**config.mk**
```make
export PLATFORM = sky130hd
export DESIGN_NAME = reaction_game_ctrl_flat
export DESIGN_NICKNAME = d
export VERILOG_FILES = /design/src/rtl/reaction_game_ctrl_if.sv /design/src/rtl/reaction_game_ctrl.sv /design/src/flat_wrapper.sv
export SDC_FILE = /design/constraint.sdc
export NUM_CORES = 1
export LEC_CHECK = 0
export CAP_MARGIN = 20
export CORE_UTILIZATION = 49
export DETAILED_ROUTE_END_ITERATION = 8
export PLACE_DENSITY = 0.71
export SYNTH_ARGS = -nofsm -noshare
export SYNTH_HDL_FRONTEND = slang
export SYNTH_SLANG_ARGS = --single-unit
```
**constraint.sdc**
```tcl
create_clock -name Clock -period 3.45 [get_ports Clock]
set_clock_uncertainty 0.15 [all_clocks]
set_input_delay 0.69 -clock Clock [delete_from_list [all_inputs] [get_ports Clock]]
set_output_delay 0.69 -clock Clock [all_outputs]
set_load 0.01 [all_outputs]
```
**src/rtl/reaction_game_ctrl_if.sv**
```systemverilog
// Button/tick inputs and LED/score outputs of the reaction game controller.
// master drives buttons and tick, slave is the controller itself.
interface reaction_game_ctrl_if #(
  parameter int SCORE_W = 13
);
  logic               buttonStart;
  logic               buttonHit;
  logic               tick;
  logic               ledRed;
  logic               ledGreen;
  logic               ledFoul;
  logic               busy;
  logic               done;
  logic [3:0]         roundIdx;
  logic [SCORE_W-1:0] roundScore;
  logic [SCORE_W-1:0] bestScore;
  logic [SCORE_W+3:0] totalScore;

  modport master (
    output buttonStart, buttonHit, tick,
    input  ledRed, ledGreen, ledFoul, busy, done,
    input  roundIdx, roundScore, bestScore, totalScore
  );

  modport slave (
    input  buttonStart, buttonHit, tick,
    output ledRed, ledGreen, ledFoul, busy, done,
    output roundIdx, roundScore, bestScore, totalScore
  );
endinterface

```
**src/rtl/reaction_game_ctrl.sv**
```systemverilog
// Multi-round reaction game: LFSR-randomised red delay, green tick counter, foul/timeout, score tracking.
// LEDs follow a causing edge by 1 cycle, roundScore by 2; inputs are levels, no backpressure.
module reaction_game_ctrl #(
  parameter int          SCORE_W   = 13,
  parameter int          ROUNDS    = 3,
  parameter int          DELAY_MIN = 500,
  parameter int          RAND_W    = 10,
  parameter logic [15:0] LFSR_SEED = 16'hACE1
) (
  input logic                 Clock,
  input logic                 buttonReset,
  reaction_game_ctrl_if.slave io
);
  localparam int DW = (SCORE_W > RAND_W + 1) ? SCORE_W : RAND_W + 1;
  localparam int TW = SCORE_W + 4;
  localparam logic [SCORE_W-1:0] SCORE_MAX = '1;
  localparam logic [3:0]         LAST_IDX  = 4'(ROUNDS - 1);

  typedef enum logic [2:0] {IDLE, ARM, GO, RECORD, FOUL, DONE} state_e;

  state_e             state_q, state_d;
  logic [15:0]        lfsr_q, lfsr_d;
  logic               start_prev_q, hit_prev_q;
  logic [DW-1:0]      delay_q, delay_d;
  logic [SCORE_W-1:0] count_q, count_d;
  logic [SCORE_W-1:0] round_q, round_d;
  logic [SCORE_W-1:0] best_q, best_d;
  logic [TW-1:0]      total_q, total_d;
  logic [3:0]         idx_q, idx_d;
  logic               start_edge, hit_edge;
  logic [DW-1:0]      delay_load;

  assign start_edge = io.buttonStart & ~start_prev_q;
  assign hit_edge   = io.buttonHit & ~hit_prev_q;
  assign lfsr_d     = {lfsr_q[14:0], lfsr_q[15] ^ lfsr_q[13] ^ lfsr_q[12] ^ lfsr_q[10]};
  assign delay_load = DW'(DELAY_MIN) + DW'(lfsr_q[RAND_W-1:0]);

  always_comb begin
    state_d = state_q;
    delay_d = delay_q;
    count_d = count_q;
    round_d = round_q;
    best_d  = best_q;
    total_d = total_q;
    idx_d   = idx_q;
    case (state_q)
      IDLE, DONE: begin
        if (start_edge) begin
          state_d = ARM;
          idx_d   = '0;
          round_d = '0;
          total_d = '0;
          best_d  = SCORE_MAX;
          delay_d = delay_load;
        end
      end
      ARM: begin
        // A hit always beats the tick that would have turned the light green.
        if (hit_edge) begin
          state_d = FOUL;
        end else if (io.tick) begin
          if (delay_q <= DW'(1)) begin
            state_d = GO;
            count_d = '0;
          end else begin
            delay_d = delay_q - DW'(1);
          end
        end
      end
      GO: begin
        if (hit_edge) begin
          state_d = RECORD;
        end else if (io.tick) begin
          if (count_q == SCORE_MAX) state_d = FOUL;
          else                      count_d = count_q + SCORE_W'(1);
        end
      end
      RECORD: begin
        round_d = count_q;
        total_d = total_q + TW'(count_q);
        best_d  = (count_q < best_q) ? count_q : best_q;
        if (idx_q == LAST_IDX) begin
          state_d = DONE;
        end else begin
          idx_d   = idx_q + 4'd1;
          delay_d = delay_load;
          state_d = ARM;
        end
      end
      FOUL: begin
        if (start_edge) begin
          delay_d = delay_load;
          state_d = ARM;
        end
      end
      default: state_d = IDLE;
    endcase
  end

  always_ff @(posedge Clock) begin
    if (buttonReset) begin
      state_q      <= IDLE;
      lfsr_q       <= LFSR_SEED;
      start_prev_q <= 1'b0;
      hit_prev_q   <= 1'b0;
      delay_q      <= '0;
      count_q      <= '0;
      round_q      <= '0;
      best_q       <= SCORE_MAX;
      total_q      <= '0;
      idx_q        <= '0;
    end else begin
      state_q      <= state_d;
      lfsr_q       <= lfsr_d;
      start_prev_q <= io.buttonStart;
      hit_prev_q   <= io.buttonHit;
      delay_q      <= delay_d;
      count_q      <= count_d;
      round_q      <= round_d;
      best_q       <= best_d;
      total_q      <= total_d;
      idx_q        <= idx_d;
    end
  end

  assign io.ledRed     = (state_q == ARM);
  assign io.ledGreen   = (state_q == GO);
  assign io.ledFoul    = (state_q == FOUL);
  assign io.done       = (state_q == DONE);
  assign io.busy       = (state_q == ARM) | (state_q == GO) | (state_q == RECORD) | (state_q == FOUL);
  assign io.roundIdx   = idx_q;
  assign io.roundScore = round_q;
  assign io.bestScore  = best_q;
  assign io.totalScore = total_q;
endmodule

```
**src/flat_wrapper.sv**
```systemverilog
// flat-port wrapper written by rule: the top's interface ports become plain ports
module reaction_game_ctrl_flat 
#(
  parameter int          SCORE_W   = 13,
  parameter int          ROUNDS    = 3,
  parameter int          DELAY_MIN = 500,
  parameter int          RAND_W    = 10,
  parameter logic [15:0] LFSR_SEED = 16'hACE1
)
  (Clock, buttonReset, io_buttonStart, io_buttonHit, io_tick, io_ledRed, io_ledGreen, io_ledFoul, io_busy, io_done, io_roundIdx, io_roundScore, io_bestScore, io_totalScore);
  reaction_game_ctrl_if #(.SCORE_W(SCORE_W)) io_i ();
  input logic Clock;
  input logic buttonReset;
  input wire logic [$bits(io_i.buttonStart)-1:0] io_buttonStart;
  input wire logic [$bits(io_i.buttonHit)-1:0] io_buttonHit;
  input wire logic [$bits(io_i.tick)-1:0] io_tick;
  output wire logic [$bits(io_i.ledRed)-1:0] io_ledRed;
  output wire logic [$bits(io_i.ledGreen)-1:0] io_ledGreen;
  output wire logic [$bits(io_i.ledFoul)-1:0] io_ledFoul;
  output wire logic [$bits(io_i.busy)-1:0] io_busy;
  output wire logic [$bits(io_i.done)-1:0] io_done;
  output wire logic [$bits(io_i.roundIdx)-1:0] io_roundIdx;
  output wire logic [$bits(io_i.roundScore)-1:0] io_roundScore;
  output wire logic [$bits(io_i.bestScore)-1:0] io_bestScore;
  output wire logic [$bits(io_i.totalScore)-1:0] io_totalScore;
  assign io_i.buttonStart = io_buttonStart;
  assign io_i.buttonHit = io_buttonHit;
  assign io_i.tick = io_tick;
  assign io_ledRed = io_i.ledRed;
  assign io_ledGreen = io_i.ledGreen;
  assign io_ledFoul = io_i.ledFoul;
  assign io_busy = io_i.busy;
  assign io_done = io_i.done;
  assign io_roundIdx = io_i.roundIdx;
  assign io_roundScore = io_i.roundScore;
  assign io_bestScore = io_i.bestScore;
  assign io_totalScore = io_i.totalScore;
  reaction_game_ctrl #(.SCORE_W(SCORE_W), .ROUNDS(ROUNDS), .DELAY_MIN(DELAY_MIN), .RAND_W(RAND_W), .LFSR_SEED(LFSR_SEED)) u_core (.Clock(Clock), .buttonReset(buttonReset), .io(io_i));
endmodule
```
==> out/results.txt, run 1 <==
The number of library cell types mapped by synthesis came out at 57. The tools report the count of pins over their slew limit as 0. For this run, the leading register cell type out of synthesis is sky130_fd_sc_hd__dfxtp_1.

The relative max-transition margin was 0.6209. The gate count after technology mapping was 635. For this design, the CTS-stage hold fixing added 0 buffers. Summed over all layers, the routed wires come to 12110 um. Final sum of negative setup slack: 0 ps. Yosys attributes the largest share of cell area to sky130_fd_sc_hd__dfxtp_1 37%, sky130_fd_sc_hd__ha_1 7.7%, sky130_fd_sc_hd__nand2_1 6.3%.

After the flow finishes, the layout carries non-filler instances totaling 824. The logs give 0 for the number of failing setup endpoints in the final timing report and 2.405 nW for the static leakage. Summed over all layers, the global routing overflow is 0.

The number of synthesized flops with an enable pin came out at 0. The final route contains 4650 vias. Register area share after synthesis: 0.3737. The initial antenna violation count came out at 0. The count of synthesis-stage warnings from yosys is 0. The critical path start-end classification was flip-flop to output pin.

The proportion of register bits with asynchronous set or reset after synthesis came out at 0. The overall routing resource usage was 0.2448. The port buffer count was 56; the area taken by flip-flops and latches was 1882 um2. For the global placer's final weighted congestion, the log shows 0.9098. The floorplan step defined a die boundary enclosing 10690 um2. STA classifies the critical path endpoint as an output pin.

The minimum clock period after layout is 3107 ps, and the post-detailed-route DRC marker count is 0. In this run, the number of DRC markers left after iteration 0 of detailed routing was 265. Dividing the synthesized area by the synthesized cell count gives 7.931 um2. TritonCTS built the clock tree. The logs give 55 for the maximum number of pins on one net before global-route repair and 672 for the total nets after synthesis. The run gives 57 as the I/O pin count. The number of detailed-routing iterations run before antenna repair is 5.

STA puts the critical path data required time at 2610 ps. The path class of the tightest hold or removal check is flip-flop to flip-flop. The number of diodes added for antenna fixing came out at 0. Counting the buffers created by CTS gives 9.

After the last flow step, the layout net total stands at 723. The total count of hold-check failures in the final report came out at 0. Leaving out fill and tap cells, the most frequent cell in the layout is sky130_fd_sc_hd__dfxtp_1.

In this run the power density over the cells is 597.4 nW/um2. The clock slew seen by the registers of the worst setup and hold paths works out to 90 ps. The effective utilization at floorplan is 0.5105, and the final clock period utilization by the worst path is 0.9006. VDD sags by at most 0.0002812 V. The worst setup path is launched from a flip-flop. In this run the standard cell core region covers 9864 um2. The layer flagged by global routing as most heavily used is met2.

From synthesis to final layout, the design area changed by 18.01%. Met3 demand-to-capacity share in global routing: 0.04301. Leaving out fill and tap cells, the most frequent cells in the layout are 94 x sky130_fd_sc_hd__dfxtp_1, 84 x sky130_fd_sc_hd__nand2_1, 61 x sky130_fd_sc_hd__a21oi_1, 55 x sky130_fd_sc_hd__clkdlybuf4s50_1, 54 x sky130_fd_sc_hd__nor2_1. Dividing the detail-routed wire length by the instance count gives 14.70 um.

Setup repair after global routing left no endpoint under its margin. For the number of placed instances, taps included, the log shows 808. At the later pin of the worst-skew pair, clock insertion delay measures 360 ps. The fraction of met1 tracks used by global routing was 0.3443; the area share of the largest cell type after synthesis was 0.3737.

The count of fill cells added during filler insertion was 913; the slew at the pin closest to its max-slew limit was 565.2 ps. Counting along the longest clock path gives a buffer depth of 2. Detailed placement ended at an HPWL of 8736 um. The synthesized design spends more area on one cell type than any other, namely sky130_fd_sc_hd__dfxtp_1.

The fraction of final layout cells with drive strength greater than 1 was 0.06802; the number of register bits inferred by synthesis was 94. For the arrival time at the worst endpoint, the log shows 2270 ps. Derived from the worst setup path, the maximum achievable clock frequency is 321.9 MHz. The count of max-cap constraint violations was 0.

For the met2 routing resource usage after global routing, the log shows 0.3780. For the total number of placement rows, the log shows 36. The number of gates resized after CTS was 0. For this design, the sink count on the clock tree is 94.

Of all nets on the critical path, the largest fanout is 15. Post-CTS timing repair inserted 0 buffers for setup. The cell at the root of the clock tree was sky130_fd_sc_hd__clkbuf_8.

The number of nets with antenna violations after routing came out at 0. The overall die width is 103.4 um. In the routed layout, each cell is associated on average with a via count of 5.643. The area taken by multi-input logic gates was 2950 um2; the global-route wire length before repair was 20220 um.

The number of global-route vias before repair is 4180, and the maximum level of the CTS H-tree is 3. From bottom edge to top edge, the die measures 103.4 um. The mapped netlist covers 5036 um2. The run finished with clean final reports.
[Yosys cell counts (all sizes together) (5+ instances only)]
library cell	count
nor4	6
dfxtp	94
nand2	84
and2	13
a211oi	5
xnor2	13
nand4	8
a31oi	8
ha	31
nand2b	11
a21oi	61
nand3	27
a21o	5
nor2	54
nor3	29
o211ai	6
or2	12
and3	5
inv	23
clkbuf	23
o21ai	39
xor2	19
or3	5
nor2b	15
buf	6
[worst paths after layout]
| path | start | to | slack, ps | depth (start not counted) |
|---|---|---|---|---|
| worst min register to register | u_core.lfsr_q[14] | u_core.lfsr_q[15] | 270 | 1 |
| worst min-delay path | u_core.lfsr_q[14] | u_core.lfsr_q[15] | 270 | 1 |
| worst max-delay path | u_core.state_q[1] | io_ledGreen | 340 | 3 |
| worst max register to register | u_core.count_q[0] | u_core.io.totalScore[16] | 680 | 10 |
[area by class of cell]
| type | instances | area share |
|---|---|---|
| clock buffer | 13 | 0.02674 |
| clock inverter | 3 | 0.007158 |
| inverter | 24 | 0.01516 |
| multi-input combinational | 488 | 0.4964 |
| sequential | 94 | 0.3166 |
| tap | 133 | 0.02800 |
| timing repair buffer | 69 | 0.1099 |
[metal layers]
layer / wire [um] / share of wire
met5: 0 / 0
met4: 140 / 0.012
met3: 582 / 0.048
met2: 5401 / 0.45
met1: 5988 / 0.49
[sequential cells by signal, summed over array words and instances (netlist names), 3 cells and up]
register / flops
u_core.count_q: 13
u_core.io.bestScore: 13
u_core.io.roundIdx: 4
u_core.delay_q: 13
u_core.io.roundScore: 13
u_core.lfsr_q: 16
u_core.io.totalScore: 17
u_core.state_q: 3
[kinds of logic after synthesis]
kind of cell | synth area share
AO/OA/AOI/OAI | 0.1702
AND/OR/NAND/NOR | 0.2748
multiplexers | 0.004224
buffers and inverters | 0.04050
adder cells (fa/ha/maj) | 0.08099
XOR/XNOR | 0.05565
flip-flops | 0.3737
[through the flow]
| step | instance area [um2] | worst slack (ps) | power [W] | hold WS (ps) | utilization |
|---|---|---|---|---|---|
| after floorplan | 5036 | 1075 | 0.002406 | 239.5 | - |
| after global placement | 5742 | 668.1 | 0.002767 | 246.9 | 0.5821 |
| after detailed placement | 5742 | 652.9 | 0.002792 | 251.1 | 0.5821 |
| after CTS | 5943 | 348.6 | 0.003553 | 268.3 | 0.6025 |
| after global routing | 5943 | 249.3 | 0.003823 | 293.4 | 0.6025 |
| final | 5943 | 343.1 | 0.003550 | 266.8 | 0.6025 |
[worst max-delay path, stage by stage, from the launching register on]
cell and delay [ps]:
sky130_fd_sc_hd__dfxtp_1 640, sky130_fd_sc_hd__or3b_1 510, sky130_fd_sc_hd__inv_1 200, sky130_fd_sc_hd__clkdlybuf4s50_1 570
[where the power goes]
| group | total [W] | internal, W | switching, W | leakage, nW |
|---|---|---|---|---|
| Clock | 0.000760 | 0.000375 | 0.000386 | 0.0996 |
| Sequential | 0.00135 | 0.00119 | 0.000164 | 0.765 |
| Combinational | 0.00144 | 0.000570 | 0.000865 | 1.54 |
| Total | 0.00355 | 0.00214 | 0.00142 | 2.41 |
(Power assumes the default switching activity.)
==> run 2: changes to the inputs <==
CAP_MARGIN = default   (was 20)
CORE_ASPECT_RATIO = 1.2   (was default)
DONT_BUFFER_PORTS = 1   (was default)
PLACE_DENSITY = default   (was 0.71)
==> run 2 against run 1 <==
  * Cell count is 7.8% lower
  * Clock power is 42% higher
  * Highest routed layer unchanged
  * Wire length is 0.28% lower
  * Sequential cell count stayed put
  * Critical endpoint is now u_core.io.totalScore[14]
  * Register-to-register slack better by 60 ps
==> out/results.txt, run 2 (synthesis gave the netlist of run 1 again) <==
The flow ran to the end, and the final reports show no timing, DRC or antenna violations. The top cell family by delay on the critical path is compound AO/OA/AOI/OAI gates (was buffers and inverters). Critical path's slowest cell: sky130_fd_sc_hd__dfxtp_1 (unchanged). The tools report the estimated wirelength of the detail-placed design as 8595 um (was 8736 um). The clock slew seen by the registers of the worst setup and hold paths came out at 60 ps (was 90 ps).

The count of fill cells added during filler insertion was 987 (was 913); the number of flip-flops in the largest register was 17 (unchanged). The worst-case setup slack after placement is 744.9 ps (was 652.9 ps). The run gives 0 (unchanged) as the number of nets with antenna violations after routing. The run gives 0.5489 (was 0.6025) as the end-of-flow core utilization. The total count of hold-check failures in the final report is 0 (unchanged), and the global placer's final weighted congestion is 0.8496 (was 0.9098). The area overhead of the layout relative to synthesis came out at 9.093% (was 18.01%). Class of the most critical hold timing path: input port to flip-flop (was flip-flop to flip-flop). The relative max-transition margin was 0.5385 (was 0.6209). The run gives 2840 ps (was 2270 ps) as the arrival time at the worst endpoint. Top library cells by usage in the layout, fill and taps aside: 94 x sky130_fd_sc_hd__dfxtp_1, 84 x sky130_fd_sc_hd__nand2_1, 61 x sky130_fd_sc_hd__a21oi_1, 54 x sky130_fd_sc_hd__nor2_1, 36 x sky130_fd_sc_hd__o21ai_0 (was 94 x sky130_fd_sc_hd__dfxtp_1, 84 x sky130_fd_sc_hd__nand2_1, 61 x sky130_fd_sc_hd__a21oi_1, 55 x sky130_fd_sc_hd__clkdlybuf4s50_1, 54 x sky130_fd_sc_hd__nor2_1). The number of vias per cell came out at 5.626 (was 5.643). In this design, the critical path's most frequently occurring cell is sky130_fd_sc_hd__a21oi_1. The global-route wire length before repair is 19770 um (was 20220 um), and the total die area is 10690 um2 (about the same).

The initial detailed-routing violation count was 179 (was 265); the effective utilization at floorplan was 0.5031 (was 0.5105). Post-CTS setup-driven buffer insertion count: 0 (unchanged). The upper clock frequency limit is 368.4 MHz (was 321.9 MHz), and the core area is 10010 um2 (was 9864 um2). Ordered cell list for the critical path: ha_1 > inv_1 > fa_1 > nand2b_1 > a21oi_1 > o211ai_1 > o21ai_1 > a21oi_1 > or2_0 > a21oi_1 (was or3b_1 > inv_1 > clkdlybuf4s50_1).

Buffers plus inverters on the worst setup path: 1 (was 2). The clock tree buffer depth was 2 (unchanged). Commonest non-fill, non-tap cell in the layout: sky130_fd_sc_hd__dfxtp_1 (unchanged). The number of nets in the layout was 666 (was 723). The critical path start-end classification was flip-flop to flip-flop (was flip-flop to output pin).

The port buffer count came out at 0 (was 56). The critical path's largest stage delay was 490 ps (was 640 ps). The startpoint kind of the worst setup timing path was a flip-flop (unchanged).

TritonCTS built the clock tree. Post-detailed-route DRC marker count: 0 (unchanged). The tools report the maximum level of the CTS H-tree as 3 (unchanged). The fraction of final layout cells with drive strength greater than 1 came out at 0.07256 (was 0.06802).

The total length of routed wires is 12080 um (was 12110 um), and the worst hold slack is 261.5 ps (was 266.8 ps). The I/O pin count is 57 (unchanged), and the final clock period utilization by the worst path is 0.7869 (was 0.9006). The number of buffers created by CTS is 9 (unchanged), and the number of failing setup endpoints in the final timing report is 0 (unchanged).

The critical path endpoint category is a flip-flop (was an output pin). The tools report the post-cts gate resize count as 0 (unchanged). Setup repair after global routing left no endpoint under its margin. The slew at the pin closest to its max-slew limit was 690.6 ps (was 565.2 ps); the worst path setup slack after routing was 735.2 ps (was 343.1 ps).

The minimum clock period after layout was 2715 ps (was 3107 ps); the critical path required time was 3580 ps (was 2610 ps). The clock insertion delay at the later pin of the skew report is 340 ps (was 360 ps). The total number of placement rows was 40 (was 36); the maximum resistive drop on vdd was 0.0004560 V (was 0.0002812 V). Count of pins over their slew limit: 0 (unchanged).

The overall die width works out to 94.55 um (was 103.4 um). The run gives 94 (unchanged) as the number of sinks driven by the clock tree. The number of detailed-routing iterations run before antenna repair came out at 4 (was 5).

The cell at the root of the clock tree is sky130_fd_sc_hd__clkbuf_16 (was sky130_fd_sc_hd__clkbuf_8). The logs give 3961 (was 4180) for the number of global-route vias before repair and 4276 (was 4650) for the via count. The initial antenna violation count was 0 (unchanged); the final sum of negative setup slack was 0 ps (unchanged). The run gives 2.252 nW (was 2.405 nW) as the static leakage.

The power density over cell area came out at 690.1 nW/um2 (was 597.4 nW/um2). Hold buffer count at cts: 0 (unchanged). For the count of max-cap constraint violations, the log shows 0 (unchanged). The maximum fanout along the worst path is 7 (was 15), and the number of diodes added for antenna fixing is 0 (unchanged).

The vertical extent of the die works out to 113.1 um (was 103.4 um). The logs give 0 (unchanged) for the total congestion overflow after global routing and 56 (was 55) for the maximum number of pins on one net before global-route repair. The tools report the overall routing resource usage as 0.2378 (was 0.2448). Routed wire length per instance: 15.89 um (was 14.70 um).
[run 2: layout make-up]
type                            count  area, um2  share of cell area
Clock buffer                       11      242.7             0.04418
Sequential cell                    94       1882              0.3425
Timing Repair Buffer               12      90.09             0.01640
Clock inverter                      5      81.33             0.01480
Tap cell                          126      157.7             0.02870
Inverter                           24      90.09             0.01640
Multi-Input combinational cell    488       2950              0.5370
[run 2: power by group]
| group | internal [W] | switching, W |
|---|---|---|
| registers | 0.00119 | 0.000171 |
| logic | 0.000503 | 0.000843 |
| clock network | 0.000657 | 0.000426 |
| total | 0.00235 | 0.00144 |
[run 2: path summary, 6_finish.rpt]
kind | from | to | slack, ps | cells past startpoint
max | u_core.count_q[0] | u_core.io.totalScore[14] | 740 | 10
min | buttonReset | u_core.io.totalScore[10] | 260 | 1
max reg2reg | u_core.count_q[0] | u_core.io.totalScore[14] | 740 | 10
min reg2reg | u_core.lfsr_q[14] | u_core.lfsr_q[15] | 270 | 1
[run 2: metrics by stage]
stage | instances | area (um2) | total power [W]
4_1_cts | 760 | 5494 | 0.003808
6_report | 760 | 5494 | 0.003792
2_1_floorplan | 635 | 5036 | 0.002406
3_5_place_dp | 744 | 5170 | 0.002715
5_1_grt | 760 | 5494 | 0.004041
3_3_place_gp | 744 | 5170 | 0.002706
[run 2: metal layers]
| metal | GRT usage | vias to the layer above | share of wire |
|---|---|---|---|
| met1 | 0.2907 | 1971 | 0.44 |
| met5 | 0 | - | 0 |
| li1 | - | 2207 | - |
| met4 | 0.09697 | 0 | 0.024 |
| met3 | 0.04637 | 17 | 0.043 |
| met2 | 0.4053 | 81 | 0.49 |
[run 2: worst register-to-register path, cell delays in order (launching register included)]
cell                       delay, ps
sky130_fd_sc_hd__dfxtp_1         490
sky130_fd_sc_hd__ha_1            230
sky130_fd_sc_hd__inv_1            50
sky130_fd_sc_hd__fa_1            370
sky130_fd_sc_hd__nand2b_1        190
sky130_fd_sc_hd__a21oi_1         190
sky130_fd_sc_hd__o211ai_1        160
sky130_fd_sc_hd__o21ai_1         300
sky130_fd_sc_hd__a21oi_1         170
sky130_fd_sc_hd__or2_0           230
sky130_fd_sc_hd__a21oi_1         130
